===== src/rtl/draw_bouncing_rect.sv =====
// draw_bouncing_rect: pixel stage behind the 800x600 VGA timing generator.
// It draws a background, a one-pixel screen border and a solid rectangle.
// The rectangle moves once per frame during vertical blank and bounces off
// the active-area edges. Timing signals are delayed to line up with rgb_out.
module draw_bouncing_rect #(
    parameter int unsigned H_ACTIVE     = 800,
    parameter int unsigned V_ACTIVE     = 600,
    parameter int unsigned RECT_W       = 64,
    parameter int unsigned RECT_H       = 48,
    parameter int unsigned STEP         = 2,
    parameter int unsigned X0           = 100,
    parameter int unsigned Y0           = 80,
    parameter logic [11:0] RECT_COLOR   = 12'hF00,
    parameter logic [11:0] BORDER_COLOR = 12'hFFF,
    parameter logic [11:0] BG_COLOR     = 12'h08F
) (
    input  logic        pclk,
    input  logic        rst,
    input  logic        enable,
    input  logic [10:0] hcount_in,
    input  logic [10:0] vcount_in,
    input  logic        hsync_in,
    input  logic        vsync_in,
    input  logic        hblnk_in,
    input  logic        vblnk_in,
    output logic [10:0] hcount_out,
    output logic [10:0] vcount_out,
    output logic        hsync_out,
    output logic        vsync_out,
    output logic        hblnk_out,
    output logic        vblnk_out,
    output logic [11:0] rgb_out
);

    typedef enum logic [1:0] {
        CLS_BLANK  = 2'd0,
        CLS_RECT   = 2'd1,
        CLS_BORDER = 2'd2,
        CLS_BG     = 2'd3
    } region_e;

    localparam logic [11:0] H_ACT_12 = 12'(H_ACTIVE);
    localparam logic [11:0] V_ACT_12 = 12'(V_ACTIVE);
    localparam logic [11:0] RW_12    = 12'(RECT_W);
    localparam logic [11:0] RH_12    = 12'(RECT_H);
    localparam logic [11:0] STEP_12  = 12'(STEP);
    localparam logic [10:0] STEP_11  = 11'(STEP);
    localparam logic [10:0] X_MAX    = 11'(H_ACTIVE - RECT_W);
    localparam logic [10:0] Y_MAX    = 11'(V_ACTIVE - RECT_H);
    localparam logic [10:0] H_LAST   = 11'(H_ACTIVE - 1);
    localparam logic [10:0] V_LAST   = 11'(V_ACTIVE - 1);
    localparam logic [10:0] X_RST    = 11'(X0);
    localparam logic [10:0] Y_RST    = 11'(Y0);

    // Rectangle position/direction state
    logic [10:0] x_pos_q, x_pos_d;
    logic [10:0] y_pos_q, y_pos_d;
    logic        dx_q, dx_d;
    logic        dy_q, dy_d;
    logic        vblnk_prev_q;

    // Stage 1 pipeline registers
    logic [10:0] hcount_q, vcount_q;
    logic        hsync_q, vsync_q, hblnk_q, vblnk_q;
    region_e     class_q, class_d;

    logic        frame_tick_s;
    logic [11:0] x_sum_s, y_sum_s;
    logic [11:0] h12_s, v12_s, xp12_s, yp12_s;
    logic        in_rect_s, on_border_s;

    // Rising edge of vertical blank marks the start of a new frame
    assign frame_tick_s = vblnk_in & ~vblnk_prev_q;

    // Next position and direction: both axes step and bounce independently
    always_comb begin
        x_pos_d = x_pos_q;
        y_pos_d = y_pos_q;
        dx_d    = dx_q;
        dy_d    = dy_q;
        x_sum_s = {1'b0, x_pos_q} + STEP_12;
        y_sum_s = {1'b0, y_pos_q} + STEP_12;
        if (frame_tick_s && enable) begin
            if (!dx_q) begin
                if ((x_sum_s + RW_12) > H_ACT_12) begin
                    x_pos_d = X_MAX;
                    dx_d    = 1'b1;
                end else begin
                    x_pos_d = x_sum_s[10:0];
                end
            end else begin
                if (x_pos_q < STEP_11) begin
                    x_pos_d = 11'd0;
                    dx_d    = 1'b0;
                end else begin
                    x_pos_d = x_pos_q - STEP_11;
                end
            end
            if (!dy_q) begin
                if ((y_sum_s + RH_12) > V_ACT_12) begin
                    y_pos_d = Y_MAX;
                    dy_d    = 1'b1;
                end else begin
                    y_pos_d = y_sum_s[10:0];
                end
            end else begin
                if (y_pos_q < STEP_11) begin
                    y_pos_d = 11'd0;
                    dy_d    = 1'b0;
                end else begin
                    y_pos_d = y_pos_q - STEP_11;
                end
            end
        end else begin
            x_pos_d = x_pos_q;
        end
    end

    // Position registers; the reset value of vblnk_prev suppresses a false tick
    always_ff @(posedge pclk or posedge rst) begin
        if (rst) begin
            x_pos_q      <= X_RST;
            y_pos_q      <= Y_RST;
            dx_q         <= 1'b0;
            dy_q         <= 1'b0;
            vblnk_prev_q <= 1'b1;
        end else begin
            x_pos_q      <= x_pos_d;
            y_pos_q      <= y_pos_d;
            dx_q         <= dx_d;
            dy_q         <= dy_d;
            vblnk_prev_q <= vblnk_in;
        end
    end

    // Classify the incoming pixel; 12-bit compares keep x_pos+RECT_W from wrapping
    always_comb begin
        h12_s       = {1'b0, hcount_in};
        v12_s       = {1'b0, vcount_in};
        xp12_s      = {1'b0, x_pos_q};
        yp12_s      = {1'b0, y_pos_q};
        in_rect_s   = (h12_s >= xp12_s) && (h12_s < (xp12_s + RW_12)) &&
                      (v12_s >= yp12_s) && (v12_s < (yp12_s + RH_12));
        on_border_s = (hcount_in == 11'd0) || (hcount_in == H_LAST) ||
                      (vcount_in == 11'd0) || (vcount_in == V_LAST);
        if (hblnk_in || vblnk_in) begin
            class_d = CLS_BLANK;
        end else if (in_rect_s) begin
            class_d = CLS_RECT;
        end else if (on_border_s) begin
            class_d = CLS_BORDER;
        end else begin
            class_d = CLS_BG;
        end
    end

    // Stage 1: capture timing inputs together with the region class
    always_ff @(posedge pclk or posedge rst) begin
        if (rst) begin
            hcount_q <= 11'd0;
            vcount_q <= 11'd0;
            hsync_q  <= 1'b0;
            vsync_q  <= 1'b0;
            hblnk_q  <= 1'b0;
            vblnk_q  <= 1'b0;
            class_q  <= CLS_BLANK;
        end else begin
            hcount_q <= hcount_in;
            vcount_q <= vcount_in;
            hsync_q  <= hsync_in;
            vsync_q  <= vsync_in;
            hblnk_q  <= hblnk_in;
            vblnk_q  <= vblnk_in;
            class_q  <= class_d;
        end
    end

    // Stage 2: delay timing once more and turn the class into a colour
    always_ff @(posedge pclk or posedge rst) begin
        if (rst) begin
            hcount_out <= 11'd0;
            vcount_out <= 11'd0;
            hsync_out  <= 1'b0;
            vsync_out  <= 1'b0;
            hblnk_out  <= 1'b0;
            vblnk_out  <= 1'b0;
            rgb_out    <= 12'h000;
        end else begin
            hcount_out <= hcount_q;
            vcount_out <= vcount_q;
            hsync_out  <= hsync_q;
            vsync_out  <= vsync_q;
            hblnk_out  <= hblnk_q;
            vblnk_out  <= vblnk_q;
            case (class_q)
                CLS_BLANK:  rgb_out <= 12'h000;
                CLS_RECT:   rgb_out <= RECT_COLOR;
                CLS_BORDER: rgb_out <= BORDER_COLOR;
                CLS_BG:     rgb_out <= BG_COLOR;
                default:    rgb_out <= 12'h000;
            endcase
        end
    end

endmodule

===== config.mk =====
export PLATFORM = sky130hd
export DESIGN_NAME = draw_bouncing_rect
export DESIGN_NICKNAME = d
export VERILOG_FILES = /design/src/rtl/draw_bouncing_rect.sv
export SDC_FILE = /design/constraint.sdc
export NUM_CORES = 1
export LEC_CHECK = 0
export CAP_MARGIN = 30
export CORE_ASPECT_RATIO = 0.7
export CORE_MARGIN = 2
export CORE_UTILIZATION = 29
export CTS_CLUSTER_DIAMETER = 120
export CTS_CLUSTER_SIZE = 24
export DETAILED_ROUTE_END_ITERATION = 10
export DONT_BUFFER_PORTS = 1
export PLACE_DENSITY = 0.5
export SLEW_MARGIN = 25
export SYNTH_ARGS = -nofsm -noshare
export SYNTH_HDL_FRONTEND = slang
export SYNTH_SLANG_ARGS = --single-unit

===== constraint.sdc =====
create_clock -name pclk -period 2.83 [get_ports pclk]
set_input_delay 0.283 -clock pclk [delete_from_list [all_inputs] [get_ports pclk]]
set_output_delay 0.283 -clock pclk [all_outputs]
set_load 0.02 [all_outputs]

# Yosys cells after proc, flatten, opt, wreduce, memory -nomap -nowiden
# Cells that the tools add are included.
# W data, S select, Z words.
# word_totals
regBits,91
latchBits,0
mem_bits_rw,0
rom_bits,0
in_bits,29
out_inout_bits,38
wordCells,69
mem_count,0
# op_classes
addsub,8
n_mul,0
div,0
order_cmp,8
n_eq_ne,5
shifts,0
mux,16
n_bitwise,2
n_reduce_logical,11
# op_table
operator,count
$mux W11,6
$pmux W12 S4,1
$add A11 B2 Y12 const B,2
$gt A12 B10 Y1 const B,2
$lt A11 B12 Y1,2
$eq A11 B10 Y1 const B,2
$ge A11 B11 Y1,2
$logic_not A11 Y1,2
$lt A11 B2 Y1 const B,2
$sub A11 B2 Y11 const B,2
$add A11 B6 Y12 const B,1
$add A11 B7 Y12 const B,1
$add A12 B6 Y12 const B,1
$add A12 B7 Y12 const B,1
$mux W1,7
$eq A2 B2 Y1 const B,2
$logic_and A1 B1 Y1,4
$logic_or A1 B1 Y1,4
$mux W2,2
$eq A2 B1 Y1 const B,1
$logic_not A2 Y1,1
$and A1 B1 Y1,1
$not A1 Y1,1

# Longest topological paths before layout
# Gate-level depths: netlist of the first run.
# logic_depth
word_depth,7
ltp_mapped,12
ltp_nobuf,11

# Least setup slack after synthesis of the first run
# Ideal clock, no wire load.
# synth_path
path_type,register to register
from,register y_pos_q[1]
to,register y_pos_q[8]
setup_ns,0.126
arrival_ns,2.663
required_time_ns,2.704
path_slack_ns,0.041
stages_incl_launch_ff,10
n_path_buf,0
period_less_slack_ns,2.789
cell_sequence,dfrtp_1 -> ha_1 -> nand3_1 -> xnor2_1 -> ha_1 -> or2_2 -> or4_1 -> o211ai_2 -> a2111oi_4 -> a221o_1
# synth_via
elab_chain_len,5
word_cells_on_any_way,8
cone_classes,add/sub: 3; order compare: 2; mux: 3
# synth_rtl
item,line_no,rtl
from (decl),57,"logic [10:0] y_pos_q, y_pos_d;"
from (signal assigned),129,y_pos_q <= y_pos_d;
$add A11 B2 Y12,82,"y_sum_s = {1'b0, y_pos_q} + STEP_12;"
$add A12 B6 Y12,100,if ((y_sum_s + RH_12) > V_ACT_12) begin
$gt A12 B10 Y1,100,
$mux W11,100,
$mux W11 *,99,if (!dy_q) begin
# Every way passes the cells marked *; elsewhere a longest branch is shown, timed or not.
# A chain may end at the register's enable or synchronous reset.

# Worst setup path after layout of the first run
# layout_path
from,register y_pos_q[4]
to,register y_pos_q[1]
# The elaborated chain is that of the path after synthesis.

==> flow_metrics.env, run 1 <==
export IMPL_status="complete, but fails checks"
export IMPL_violations="negative setup slack"
export IMPL_leakagePower_nw=2.48
export IMPL_grt_max_degree=39
export IMPL_dp_hpwl_mm=8.85
export IMPL_cap_viol_max_count=0
export IMPL_hp_class="in2reg"
export IMPL_fin_setup_tns_ns=-0.200
export IMPL_finalCritPeriodShare_pct=102
export IMPL_max_vdd_ir_drop_uv=317
export IMPL_cts_buffers=9
export IMPL_cts_tree="yes"
export IMPL_crit_path_end_kind="flip-flop"
export IMPL_finalSetupViolCount=5
export IMPL_ant_nets=0
export IMPL_drc=0
export IMPL_r2r_slack_ns=-0.06
export IMPL_worstPathArrival_ns=3.18
export IMPL_die_y_um=109
export IMPL_rsz0062_at_grt="yes"
export IMPL_synth_warnings=0
export IMPL_clk_pin_slew_ns=0.06
export IMPL_maxSlewViolCount=0
export IMPL_crit_path_start_kind="flip-flop"
export IMPL_cts_root_buf="clkbuf_16"
export IMPL_fin_util_pct=38.0
export IMPL_layout_setup_ws_ns=-0.0642
export IMPL_cts_htree_levels=3
export IMPL_powerDensity_nw_per_um2=951
export IMPL_core_um2=15500
export IMPL_ys_ff_latch=80
export IMPL_grt_antenna_before_repair=0
export IMPL_postPlaceCellArea_um2=5110
export IMPL_synth_top_area_share_pct=40.5
export IMPL_gp_congestion=0.914
export IMPL_synth_largest_area_cell="dfrtp_1"
export IMPL_numClockSinks=80
export IMPL_rows=38
export IMPL_worstMarginPinSlew_ns=0.866
export IMPL_fin_hold_ws_ns=0.0802
export IMPL_fin_area_um2=5870
export IMPL_drtIter0Drc=299
export IMPL_vias_per_cell=5.11
export IMPL_synth_edff_count=0
export IMPL_ys_seq_area_share_pct=43.9
export IMPL_netlist_instances=458
export IMPL_min_period_ns=2.89
export IMPL_area_growth_pct=28.3
export IMPL_wl_mm=11.9
export IMPL_drive_gt1_share_pct=21.5
export IMPL_first_pass_iters=5
export IMPL_yosys_top_cells_area="dfrtp_1 (40%), ha_1 (12%), dfstp_2 (3.4%)"
export IMPL_synth_fp_nets=532
export IMPL_n_antenna_cell=0
export IMPL_synth_cell_area_um2=4570
export IMPL_max_freq_ghz=0.346
export IMPL_first_global_vias=3702
export IMPL_hold_viol=0
export IMPL_grt_overflow=0
export IMPL_grt_usage_pct=14.8
export IMPL_port_buffer_count=0
export IMPL_fin_skew_ns=0.00428
export IMPL_ioPinCount=67
export IMPL_insertion_delay_ns=0.34
export IMPL_nets=605
export IMPL_worstPathRequired_ns=3.12
export IMPL_die_width_um=154
export IMPL_relSlewSlack_pct=42.3
export IMPL_grt_pass1_wl_mm=19.5
export IMPL_detailedPlace_worstSlack_ns=-0.133
export IMPL_die_area_um2=16800
export IMPL_wl_per_cell_um=16.2
export IMPL_crit_fanout=6
export IMPL_cts_path_max_buffers=2
export IMPL_initial_utilization_pct=29.6
export IMPL_fillCellCount=1520
export IMPL_synthFlopType="dfrtp_1"
export IMPL_syn_avg_cell_area_um2=9.99
export IMPL_vias=3763
export IMPL_yosysUniqueCellTypes=66
export IMPL_critPathKind="reg2reg"
export IMPL_async_flop_share_pct=100
power by group:
part	internal (mW)	switching, mW
registers	1.34	0.311
clock network	0.718	0.481
logic	1.31	1.42
total	3.37	2.21
placed cells by master, fill, tap and decap left out, drive strengths merged, types with 3 or more instances in the layout:
cell         instances
buf                 61
o211ai               3
or3                  6
xor2                 4
nand4               10
o22ai                4
nor4                 5
clkbuf              10
dfrtp               74
xnor2               17
a21o                 3
o21a                 7
a31oi                7
nand3               15
nor2b                4
o31ai                7
clkinv               4
nor3                18
dfstp                6
a21oi               29
nand2b               4
a21boi               3
or4                  5
inv                 36
nor2                23
ha                  45
dlygate4sd3         27
a221o                6
a211oi               6
o21ai               28
nand2               22
or2                  3
cell usage after synthesis (6+ instances only):
library cell,instances
o31ai_1,7
nand4_1,9
a31oi_1,7
nand2_1,22
nor3_1,18
inv_1,35
buf_4,10
dfrtp_1,74
ha_1,45
o21a_1,7
xnor2_1,17
a21oi_1,29
nor2_1,23
dfstp_2,6
a211oi_1,6
clkbuf_1,11
o21ai_0,28
nand3_1,15
registers in the layout, summed over array words and instances (netlist names):
name and flops:
hcount_out 11, hcount_q 11, vcount_out 11, vcount_q 11, x_pos_q 10, y_pos_q 10
rgb_out 3, class_q 2, dx_q 1, dy_q 1, hblnk_out 1, hblnk_q 1
hsync_out 1, hsync_q 1, vblnk_out 1, vblnk_prev_q 1, vblnk_q 1, vsync_out 1
vsync_q 1
worst paths after layout:
kind | cells after the start | endpoint | start
min | 2 | class_q[0] | vblnk_in
max | 11 | y_pos_q[1] | y_pos_q[4]
max reg2reg | 11 | y_pos_q[1] | y_pos_q[4]
min in group asynchronous | 2 | vcount_out[6] | rst
max in group asynchronous | 4 | hcount_out[6] | rst
min reg2reg | 0 | vcount_out[10] | vcount_q[10]
cell type report:
| type | count | area [µm²] | area share, % |
|---|---|---|---|
| sequential | 80 | 2010 | 34.2 |
| clock buffer | 10 | 239 | 4.07 |
| multi-input combinational | 317 | 2410 | 41.2 |
| tap | 200 | 250 | 4.26 |
| inverter | 35 | 133 | 2.26 |
| clock inverter | 6 | 73.8 | 1.26 |
| timing repair buffer | 88 | 748 | 12.8 |
logic make-up after synthesis:
family          synth area share (%)
buf+inv                         5.94
mux                            0.246
xor+xnor                        4.02
flops                           43.9
compound gates                  18.4
fa+ha+maj                       12.3
simple gates                    15.1
metal layers:
metal / track usage, % / vias to the layer above / wire, µm
li1: - / 1808 / -
met1: 21.6 / 1836 / 6140
met2: 21.2 / 105 / 4980
met3: 3.38 / 14 / 572
met4: 5.87 / 0 / 239
met5: 0 / - / 0
per-stage QoR:
stage	std cells	total power, mW
floorplan	458	3.16
global placement	686	4.06
detailed placement	687	4.09
CTS	736	5.50
global route	736	5.98
finish	736	5.58
worst max-delay path, cell delays in order, from the launching register on:
cell	delay [ns]
dfstp_2	0.57
ha_1	0.15
nand4_1	0.21
buf_4	0.23
nor2_1	0.11
xnor2_1	0.21
a21boi_1	0.32
o211ai_4	0.14
buf_4	0.16
or4_1	0.40
o21ai_0	0.19
buf_4	0.13
repair_timing:
| item | 4_1_cts | 5_1_grt |
|---|---|---|
| hold buffers | 27 | 0 |
| pin swaps | 7 | 0 |
| resized for setup | 16 | 12 |
| endpoints found under the hold margin | 48 | 0 |
| buffers inserted | 7 | 0 |
| setup endpoints to repair | 9 | 12 |
Note: power is estimated with default switching activity, not from simulation.
==> run 2: changes to the inputs <==
Settings changed: REMOVE_ABC_BUFFERS set to 1, SKIP_LAST_GASP set to 1, SLEW_MARGIN 25 to not set.
==> run 2 against run 1 <==
Against the previous run: utilization shrank 0.92 points; the run still ends with negative setup slack left; highest routed layer unchanged; largest power group unchanged; sequential power fell by 2%; sequential share of layout area increased by 0.87 points; critical path type unchanged; global-route usage fell by 0.45 points.
==> flow_metrics.env, run 2 (synthesis results as in run 1) <==
export IMPL_status="complete, but fails checks"
export IMPL_violations="negative setup slack"
export IMPL_final_cells=724
export IMPL_met3_usage_pct=2.42
export IMPL_ioPinCount=67
export IMPL_dp_cells=680
export IMPL_n_antenna_cell=0
export IMPL_final_cell_mix="dfrtp_1 (73), buf_4 (47), ha_1 (43), inv_1 (34), a21oi_1 (29)"
export IMPL_first_pass_iters=5
export IMPL_cts_htree_levels=3
export IMPL_crit_fanout=6
export IMPL_hp_start="vblnk_in"
export IMPL_rows=38
export IMPL_grt_use_met1_pct=21.6
export IMPL_port_buffer_count=0
export IMPL_layout_commonest_cell="dfrtp_1"
export IMPL_r2r_slack_ns=-0.03
export IMPL_numClockSinks=80
export IMPL_met2_usage_pct=20.1
export IMPL_max_vdd_ir_drop_uv=326
export IMPL_wl_per_cell_um=16.2
export IMPL_hp_class="in2reg"
export IMPL_wl_mm=11.7
export IMPL_die_y_um=109
export IMPL_area_growth_pct=25.2
export IMPL_drtIter0Drc=278
export IMPL_min_period_ns=2.86
export IMPL_critPathKind="reg2reg"
export IMPL_holdPathStages=2
export IMPL_worstHoldEndpoint="class_q[0]"
export IMPL_finalSetupViolCount=2
export IMPL_worstPathRequired_ns=3.05
export IMPL_fillCellCount=1483
export IMPL_layout_setup_ws_ns=-0.0304
export IMPL_gr_max_usage_layer="met1"
export IMPL_vias_per_cell=5.07
export IMPL_maxSlewViolCount=0
export IMPL_powerDensity_nw_per_um2=940
export IMPL_ant_nets=0
export IMPL_cts_tree="yes"
export IMPL_rsz0062_at_grt="yes"
export IMPL_crit_path_start_kind="flip-flop"
export IMPL_reg2regPathDepth=10
export IMPL_finalCritPeriodShare_pct=101
export IMPL_vias=3674
export IMPL_cts_buffers=9
export IMPL_seq_area_um2=2010
export IMPL_initial_utilization_pct=29.6
export IMPL_fin_skew_ns=0.0122
export IMPL_r2r_start="y_pos_q[4]"
export IMPL_gp_congestion=0.936
export IMPL_relSlewSlack_pct=41.3
export IMPL_cts_root_buf="clkbuf_16"
export IMPL_drc=0
export IMPL_dp_hpwl_mm=8.58
export IMPL_multi_input_area_um2=2360
export IMPL_cap_viol_max_count=0
export IMPL_crit_path_end_kind="flip-flop"
export IMPL_grt_usage_pct=14.4
export IMPL_die_width_um=154
export IMPL_nets=593
export IMPL_fin_area_um2=5730
export IMPL_hold_viol=0
export IMPL_worstPathArrival_ns=3.08
export IMPL_max_freq_ghz=0.350
export IMPL_grt_antenna_before_repair=0
export IMPL_clk_pin_slew_ns=0.07
export IMPL_cts_path_max_buffers=2
export IMPL_grt_pass1_wl_mm=18.8
export IMPL_die_area_um2=16800
export IMPL_critPathLaunch="y_pos_q[4]"
export IMPL_first_global_vias=3541
export IMPL_insertion_delay_ns=0.34
export IMPL_core_um2=15500
export IMPL_grt_overflow=0
export IMPL_r2r_end="y_pos_q[8]"
export IMPL_fin_util_pct=37.1
export IMPL_worstMarginPinSlew_ns=0.880
export IMPL_drive_gt1_share_pct=19.3
export IMPL_detailedPlace_worstSlack_ns=-0.126
export IMPL_grt_max_degree=49
export IMPL_leakagePower_nw=2.41
export IMPL_postPlaceCellArea_um2=5060
[run 2: worst max path at each step]
stage          cells past startpoint    endpoint
2_1_floorplan                      9  y_pos_q[8]
3_3_place_gp                      10  y_pos_q[8]
3_5_place_dp                      10  y_pos_q[8]
4_1_cts                           10  y_pos_q[8]
5_1_grt                           10  y_pos_q[8]
6_report                          10  y_pos_q[8]
[run 2: cell type report]
class | count | share of cell area, %
Clock buffer | 9 | 3.93
Clock inverter | 7 | 1.38
Inverter | 35 | 2.32
Multi-Input combinational cell | 317 | 41.3
Sequential cell | 80 | 35.1
Tap cell | 200 | 4.37
Timing Repair Buffer | 76 | 11.6
[run 2: where the power goes]
group / switching, mW / internal [mW]
Sequential: 0.262 / 1.34
Combinational: 1.38 / 1.21
Clock: 0.492 / 0.694
[run 2: worst max-delay path: stages, from the launching register on]
cell and delay [ns]:
dfstp_2 0.60, buf_12 0.12, xnor2_2 0.11, inv_1 0.09, ha_1 0.20, or2_2 0.31
or4_1 0.49, o211ai_2 0.23, a2111oi_4 0.05, buf_4 0.19, a221o_1 0.35
[run 2: layer usage]
metal | part of all wire [%] | vias up
li1 | - | 1783
met1 | 52 | 1733
met2 | 41 | 142
met3 | 5.8 | 16
met4 | 1.8 | 0
met5 | 0 | -
[run 2: what timing repair did]
item,CTS,global route
endpoints found under the setup margin,8,13
endpoints found under the hold margin,58,0
buffers inserted,2,0
pin swaps,3,2
resized for setup,6,9
hold buffers,27,0
[run 2: per-stage QoR]
stage | TNS (ns) | hold slack (ns) | total power, mW
6_report | -0.0369 | 0.0858 | 5.38
5_1_grt | -0.894 | 0.0967 | 5.80
3_3_place_gp | -0.0278 | 0.239 | 4.01
4_1_cts | -0.0285 | 0.0711 | 5.35
3_5_place_dp | -0.456 | 0.247 | 4.04
2_1_floorplan | 0 | 0.287 | 3.09
